`src/rtl/boot_load_ctrl.sv`:
```
// rtl/boot_load_ctrl.sv - boot loader sequencer: stream header + data words + program words into BRAMs, then release the core
//
// Ports:
//   clk, rst (sync, active-low), start      control
//   s_valid, s_data, s_ready                 incoming word stream
//   d_w_addr, d_w_dat, d_w_enb               data BRAM write port
//   i_w_addr, i_w_dat, i_w_enb               instruction BRAM write port
//   d_bram_init_done                         data BRAM port owned by the datapath
//   pc_stall, i_r_enb, rd_enbl               core run controls
//   busy, done, err                          loader status

module boot_load_ctrl #(
  parameter int DATA_WIDTH = 32,
  parameter int ADDR_WIDTH = 10,
  parameter int I_WORDS    = 256,
  parameter int D_WORDS    = 256
) (
  input  logic                  clk,
  input  logic                  rst,
  input  logic                  start,
  input  logic                  s_valid,
  input  logic [DATA_WIDTH-1:0] s_data,
  output logic                  s_ready,
  output logic [ADDR_WIDTH-1:0] d_w_addr,
  output logic [DATA_WIDTH-1:0] d_w_dat,
  output logic                  d_w_enb,
  output logic [ADDR_WIDTH-1:0] i_w_addr,
  output logic [DATA_WIDTH-1:0] i_w_dat,
  output logic                  i_w_enb,
  output logic                  d_bram_init_done,
  output logic                  pc_stall,
  output logic                  i_r_enb,
  output logic                  rd_enbl,
  output logic                  busy,
  output logic                  done,
  output logic                  err
);

  // One extra bit so a count equal to capacity is representable.
  localparam int CW = ADDR_WIDTH - 1;

  typedef enum logic [2:0] {
    S_IDLE,
    S_HDR,
    S_LOAD_D,
    S_LOAD_I,
    S_FLUSH,
    S_RUN,
    S_ERR
  } state_t;

  state_t        r_state;
  state_t        w_next;
  logic [CW-1:0] r_cnt;
  logic [CW-1:0] r_dcnt;
  logic [CW-1:0] r_icnt;

  logic          w_hs;
  logic [15:0]   w_hdr_i;
  logic [15:0]   w_hdr_d;
  logic          w_hdr_bad;
  logic [CW-1:0] w_cnt_inc;
  logic          w_d_last;
  logic          w_i_last;
  logic          w_d_wr;
  logic          w_i_wr;

  assign w_hs      = s_valid & s_ready;
  assign w_hdr_i   = s_data[31:16];
  assign w_hdr_d   = s_data[15:0];
  assign w_hdr_bad = (w_hdr_d > 16'(D_WORDS)) || (w_hdr_i > 16'(I_WORDS));
  assign w_cnt_inc = r_cnt + 1'b1;
  assign w_d_last  = (w_cnt_inc == r_dcnt);
  assign w_i_last  = (w_cnt_inc == r_icnt);
  assign w_d_wr    = (r_state == S_LOAD_D) && w_hs;
  assign w_i_wr    = (r_state == S_LOAD_I) && w_hs;

  always_ff @(posedge clk) begin
    if (!rst) begin
      r_state <= S_IDLE;
    end else begin
      r_state <= w_next;
    end
  end

  always_comb begin
    w_next = r_state;
    case (r_state)
      S_IDLE: begin
        if (start) w_next = S_HDR;
      end
      S_HDR: begin
        if (w_hs) begin
          if (w_hdr_bad)           w_next = S_ERR;
          else if (w_hdr_d != '0)  w_next = S_LOAD_D;
          else if (w_hdr_i != '0)  w_next = S_LOAD_I;
          else                     w_next = S_FLUSH;
        end
      end
      S_LOAD_D: begin
        if (w_hs && w_d_last) w_next = (r_icnt != '0) ? S_LOAD_I : S_FLUSH;
      end
      S_LOAD_I: begin
        if (w_hs && w_i_last) w_next = S_FLUSH;
      end
      S_FLUSH: begin
        w_next = S_RUN;
      end
      S_RUN: begin
        if (start) w_next = S_HDR;
      end
      S_ERR: begin
        if (start) w_next = S_HDR;
      end
      default: begin
        w_next = S_IDLE;
      end
    endcase
  end

  // Header capture and per-phase word counter; the counter restarts at each phase
  // so both BRAMs are written from byte address 0.
  always_ff @(posedge clk) begin
    if (!rst) begin
      r_cnt  <= '0;
      r_dcnt <= '0;
      r_icnt <= '0;
    end else begin
      if (r_state == S_HDR) begin
        r_cnt <= '0;
        if (w_hs) begin
          r_dcnt <= w_hdr_d[CW-1:0];
          r_icnt <= w_hdr_i[CW-1:0];
        end
      end else if (w_d_wr) begin
        r_cnt <= w_d_last ? '0 : w_cnt_inc;
      end else if (w_i_wr) begin
        r_cnt <= w_i_last ? '0 : w_cnt_inc;
      end
    end
  end

  // Every output is registered from the next state so it lines up with the state it describes.
  always_ff @(posedge clk) begin
    if (!rst) begin
      s_ready          <= 1'b0;
      d_w_addr         <= '0;
      d_w_dat          <= '0;
      d_w_enb          <= 1'b0;
      i_w_addr         <= '0;
      i_w_dat          <= '0;
      i_w_enb          <= 1'b0;
      d_bram_init_done <= 1'b0;
      pc_stall         <= 1'b1;
      i_r_enb          <= 1'b0;
      rd_enbl          <= 1'b0;
      busy             <= 1'b0;
      done             <= 1'b0;
      err              <= 1'b0;
    end else begin
      s_ready <= (w_next == S_HDR) || (w_next == S_LOAD_D) || (w_next == S_LOAD_I);

      d_w_enb <= w_d_wr;
      if (w_d_wr) begin
        d_w_addr <= {r_cnt[ADDR_WIDTH-3:0], 2'b00};
        d_w_dat  <= s_data;
      end

      i_w_enb <= w_i_wr;
      if (w_i_wr) begin
        i_w_addr <= {r_cnt[ADDR_WIDTH-3:0], 2'b00};
        i_w_dat  <= s_data;
      end

      // Hand the data BRAM to the datapath only once the last loader write has retired,
      // so the mux never switches under a live write pulse.
      d_bram_init_done <= ((w_next == S_LOAD_I) || (w_next == S_FLUSH) || (w_next == S_RUN))
                          && !w_d_wr;

      pc_stall <= (w_next != S_RUN);
      i_r_enb  <= (w_next == S_RUN);
      rd_enbl  <= (w_next == S_RUN);
      busy     <= (w_next == S_HDR) || (w_next == S_LOAD_D) ||
                  (w_next == S_LOAD_I) || (w_next == S_FLUSH);
      done     <= (w_next == S_RUN) && (r_state != S_RUN);
      err      <= (w_next == S_ERR);
    end
  end

endmodule

```
`config.mk`:
```
export PLATFORM = sky130hd
export DESIGN_NAME = boot_load_ctrl
export DESIGN_NICKNAME = d
export VERILOG_FILES = /design/src/rtl/boot_load_ctrl.sv
export SDC_FILE = /design/constraint.sdc
export NUM_CORES = 1
export LEC_CHECK = 0
export BUFFER_PORTS_ARGS = -buffer_cell sky130_fd_sc_hd__buf_2
export CORE_ASPECT_RATIO = 0.7
export CORE_MARGIN = 5
export CORE_UTILIZATION = 54
export CTS_CLUSTER_SIZE = 25
export DETAILED_ROUTE_END_ITERATION = 6
export MAX_ROUTING_LAYER = met4
export PLACE_DENSITY = 0.84
export SKIP_CTS_REPAIR_TIMING = 1
export SLEW_MARGIN = 20
export SYNTH_ARGS = -nofsm -noshare
export SYNTH_HDL_FRONTEND = slang
export SYNTH_SLANG_ARGS = --single-unit
export TNS_END_PERCENT = 30
```
`constraint.sdc`:
```
create_clock -name clk -period 3.6 [get_ports clk]
set_clock_uncertainty 0.05 [all_clocks]
set_input_delay 0.18 -clock clk [delete_from_list [all_inputs] [get_ports clk]]
set_output_delay 0.18 -clock clk [all_outputs]
set_load 0.03 [all_outputs]
```
# After elaboration in Yosys (flattened, before gate mapping)

Cells that the tools add are included.

Flip-flop bits (word level): 119
Input port bits: 36
Output and inout port bits: 94

$add $sub $neg: 1
$lt $le $gt $ge: 2
Eq/ne operators: 16
Muxes and demuxes: 13
Bitwise logic cells: 2
Reduce and logical (&&, ||, !) cells: 21

Operator list:

| operator                                            | number |
|---|---|
| 2-to-1 mux 9 bit                                    | 4 |
| > comparator 16 x 9 -> 1 bit, second input constant | 2 |
| nonzero test 16 bit                                 | 2 |
| 2-to-1 mux 3 bit                                    | 8 |
| == test 3 bit, second input constant                | 6 |
| == test 9 bit                                       | 2 |
| one-hot mux 3 bit (5 select lines)                  | 1 |
| == test 3 x 2 -> 1 bit, second input constant       | 4 |
| adder 9 x 1 -> 9 bit, second input constant         | 1 |
| nonzero test 9 bit                                  | 1 |
| == test 3 x 1 -> 1 bit, second input constant       | 2 |
| logical AND 1 bit                                   | 6 |
| logical OR 1 bit                                    | 6 |
| != test 3 bit, second input constant                | 2 |
| zero test 3 bit                                     | 1 |
| OR reduction 3 bit                                  | 1 |
| AND reduction 2 bit                                 | 1 |
| nonzero test 2 bit                                  | 1 |
| OR reduction 2 bit                                  | 1 |
| AND 1 bit                                           | 1 |
| zero test 1 bit                                     | 1 |
| NOT 1 bit                                           | 1 |

# Longest topological paths before layout

Word-level depth: 10
Gate-level depth with buffers: 11
Mapped depth without buffers: 9

# Worst setup path after synthesis

No wires, ideal clock.

Kind: register to register
From: register r_cnt[1]
To: register err
Library setup time: 0.114 ns
Arrival: 2.331 ns
Data required time: 3.436 ns
Slack: 1.105 ns
Stages on the path, launching flop included: 11
Buffers on the path: 1
Period minus slack after synthesis: 2.495 ns
Cell sequence: dfxtp_1 -> ha_1 -> clkbuf_8 -> nand3_1 -> nor2_1 -> xor3_2 -> nor4_2 -> nand3_1 -> a211o_1 -> nor2b_4 -> nor2b_1

Longest elaborated chain between the ends: 6
Elaborated cells on any way between the ends: 9

Ends and longest elaborated chain:

| item                                   | RTL line | source |
|---|---|---|
| from (decl)                            | 54       | `logic [CW-1:0] r_cnt;` |
| from (signal assigned)                 | 136      | `r_cnt <= w_d_last ? '0 : w_cnt_inc;` |
| from (signal assigned)                 | 138      | `r_cnt <= w_i_last ? '0 : w_cnt_inc;` |
| adder 9 x 1 -> 9 bit (*)               | 72       | `assign w_cnt_inc = r_cnt + 1'b1;` |
| == test 9 bit (on tied branches)       | 74, 73   |  |
| logical AND 1 bit (on tied branches)   | 104, 101 |  |
| 2-to-1 mux 3 bit (on tied branches)    | 104, 101 |  |
| one-hot mux 3 bit (5 select lines) (*) | 88       | `case (r_state)` |
| == test 3 bit (*)                      | 186      | `err <= (w_next == S_ERR);` |
| to (signal assigned)                   | 186      |  |
| to (decl)                              | 36       | `output logic err` |

Mark *: on every way between the ends. The rest lies on a longest branch, timed or not.
A chain may end at the register's enable or synchronous reset.

# Worst setup path after layout

From: register r_cnt[0]
To: register busy

Longest elaborated chain between the ends: 9
Elaborated cells on any way between the ends: 15

Ends and longest elaborated chain:

| item                                                                    | RTL line | source |
|---|---|---|
| adder 9 x 1 -> 9 bit (*)                                                | 72       |  |
| == test 9 bit (on tied branches)                                        | 74, 73   |  |
| logical AND 1 bit (on tied branches)                                    | 104, 101 |  |
| 2-to-1 mux 3 bit (on tied branches)                                     | 104, 101 |  |
| one-hot mux 3 bit (5 select lines) (*)                                  | 88       |  |
| == test 3 x 1 -> 1 bit / == test 3 x 2 -> 1 bit (equally long branches) | 183      | `busy <= (w_next == S_HDR) \|\| (w_next == S_LOAD_D) \|\|` |
| logical OR 1 bit (2 in series)                                          | 183      |  |
| logical OR 1 bit (*)                                                    | 184      | `(w_next == S_LOAD_I) \|\| (w_next == S_FLUSH);` |
| to (signal assigned)                                                    | 183      |  |
| to (decl)                                                               | 34       | `output logic busy,` |

Marked as above.

==> results.md <==
* CTS Buf Count at 17
* Via count at ~5k
* Failing checks: negative hold slack
* Synth area leaders: dfxtp_1, nand2_1, a21boi_0
* Antenna violations before repair at 0
* First-pass DRT Iterations at 5
* CP arrival at between 3 and 4 ns
* Crit share post-route at approximately 86%
* TNS Setup at 0 ns
* Layout Cells excl Fill at 907
* Status: finished with violations
* Library cells used by synthesis at 60
* GRT overflow at 0
* Number of global-route vias before repair at around 5.0k
* Synth Warn # at 0
* Nets at about 800
* Number of routed nets with antenna violations at 0
* Peak VDD IR at roughly 0.00034 V
* Async SR Flop Fraction at 0%
* Clock transition at path regs at around 0.060 ns
* DP Wirelength at between 10,000 and 15,000 um
* Core area at around 0.01 mm2
* I/O Pins at 130
* Seq. cell area at ~0.0024 mm2
* Worst EP required at about 3.9 ns
* Hold crit path type: input pin to register
* First-pass GRT wire length at ~24,000 um
* Placed insts at approximately 870
* CTS tree: built
* Multi-input gate area at 0.00274 mm2
* FMAX at ~0.32 GHz
* Top cell type's share of synthesized area at 44.2%
* Seq/Total Area, Yosys at around 44%
* DR DRC count at 0
* 1st-iter DRT viols at roughly 450
* # setup viols final at 0
* Area delta synth->final at 23.4%
* Number of vias per cell at 5.61
* RSZ-0062 raised after global routing: no
* Layout cells sized above 1 at roughly 23%
* WL final at approximately 16,000 um
* Starting Density at between 50% and 60%
* Worst Setup Start Kind: register
* Synth Cell Area at 0.00539 mm2
* # clock sinks at 119
* Period minus WS final at just over 3 ns
* Pleak at roughly 2.7 nW
* Number of buffers added on ports at around 130
* Avg Inst Size Synth at roughly 8 um2
* Gate Count Post-Synth at 655
* Hold Slack at -0.00734 ns
* Post-synth EDFFs at 0
* Critical path fanouts, max at 10
* Setup Crit Path Kind: register to register
* Gpl congestion at around 0.9
* Final Max Tran Viols at 0
* Leading area contributor after synthesis: dfxtp_1
* MaxCap Viol Count at 0
* Synth Flop Type: dfxtp_1
* Final hold viol count at 15
* CTS H-tree depth at 4
* Slew @ Worst Pin at a little over 1 ns
* P per Cell Area at 495 mW/mm2
* Clk buf depth at 2
* Die Wd at between 100 and 150 um
* Filler cells at between 700 and 800
* Worst relative slew slack at 31.4%
* Wire per inst at 17.3 um
* Clock Tree Root: clkbuf_16
* Total Routing Usage GR at a little over a quarter
* #FFs+latches synth at 119
* Die area at 0.0121 mm2
* Row count at 30
* Largest net degree at the start of global routing at just under 60
* Crit. End Element: register
* Worst-skew pair later-pin latency at 0.42 ns
* Number of antenna repair diodes at 0
* Die height at approximately 94 um
worst paths after layout:
kind         slack (ns)        start           to  depth (start not counted)
max reg2reg        0.50     r_cnt[0]         busy                          9
max                0.50     r_cnt[0]         busy                          9
min reg2reg        0.41  i_w_addr[5]  i_w_addr[5]                          2
min              -0.007   s_data[26]  d_w_dat[26]                          3
synth_stat cells (all sizes together), types with 3 or more instances:
cell,n
nand2,222
dfxtp,119
a21boi,101
clkbuf,36
nor2,19
nand3,15
nor3,13
buf,12
nor4,10
a21oi,9
xnor2,9
inv,8
and2,7
o21ai,7
nor2b,6
a31oi,4
and2b,4
and3,4
and4,4
and3b,3
nand2b,3
nand3b,3
nand4,3
o211ai,3
xnor3,3
xor2,3
layout by cell type, fill, tap and decap left out, types with 4 or more instances in the layout:
cell type / instances
buf_4: 8
nand2_1: 222
dfxtp_1: 119
dlygate4sd3_1: 4
a21oi_1: 9
clkinv_2: 6
a21boi_0: 101
a31oi_1: 4
clkbuf_16: 17
xnor2_1: 9
conb_1: 4
o21ai_0: 6
and2_1: 7
nor4_1: 9
buf_2: 125
nor2_1: 17
nor3_1: 12
inv_1: 8
nand3_1: 15
nor2b_1: 5
logic make-up (layout without fill, tap and decap cells):
logic type,after synthesis,after routing,share of synthesized area (%)
buffers and inverters,56,177,5.18
XOR/XNOR,17,17,4.11
adder cells (fa/ha/maj),2,2,0.418
other,1,4,0.0696
AND/OR/NAND/NOR,319,319,26.3
flip-flops,119,119,44.2
multiplexers,3,3,0.581
AO/OA/AOI/OAI,138,138,19.1
layout make-up:
class / instances / area share [%]
multi-input combinational: 483 / 41.3
tap: 128 / 2.41
clock inverter: 13 / 2.30
clock buffer: 19 / 6.81
timing repair buffer: 137 / 10.9
sequential: 119 / 35.8
inverter: 8 / 0.452
worst max-delay path, stage by stage, from the launching register on:
cell and delay (ns):
dfxtp_1 0.51, ha_1 0.45, nand3_1 0.23, nor2_1 0.27, xor3_2 0.32, nor4_2 0.36
nand3_1 0.12, a211o_1 0.38, nor2_2 0.16, mux2i_1 0.19
sequential cells by signal (all words and copies together) (netlist names):
signal	flops
r_icnt	9
d_w_dat	32
i_w_addr	8
i_w_enb	1
done	1
d_w_enb	1
r_dcnt	9
err	1
r_state	3
busy	1
i_w_dat	32
rd_enbl	1
r_cnt	9
d_w_addr	8
s_ready	1
pc_stall	1
d_bram_init_done	1
power breakdown:
| group | switching (W) | internal (W) |
|---|---|---|
| Sequential | 0.0000197 | 0.00133 |
| Clock | 0.000617 | 0.00112 |
| Combinational | 0.000128 | 0.0000745 |
layer usage:
layer / global-route usage, % / vias to the layer above / routed length [um]
met5: - / - / 0
met4: 9.27 / 0 / 268
met3: 5.99 / 27 / 1440
met2: 39.4 / 217 / 7190
met1: 34.7 / 2428 / 6820
li1: - / 2414 / -
metrics by stage:
stage	area, um2	total power [W]	hold WS [ns]	utilization, %	setup WS [ns]
after floorplan	5400	0.00150	0.273	-	1.11
after global placement	6000	0.00157	0.397	61.7	0.720
after detailed placement	6000	0.00157	0.406	61.7	0.542
after CTS	6610	0.00329	-0.0166	68.0	0.527
after global routing	6650	0.00339	0.000163	68.4	0.275
final	6650	0.00329	-0.00734	68.4	0.500
No activity file was read; power rests on OpenSTA's default activity.
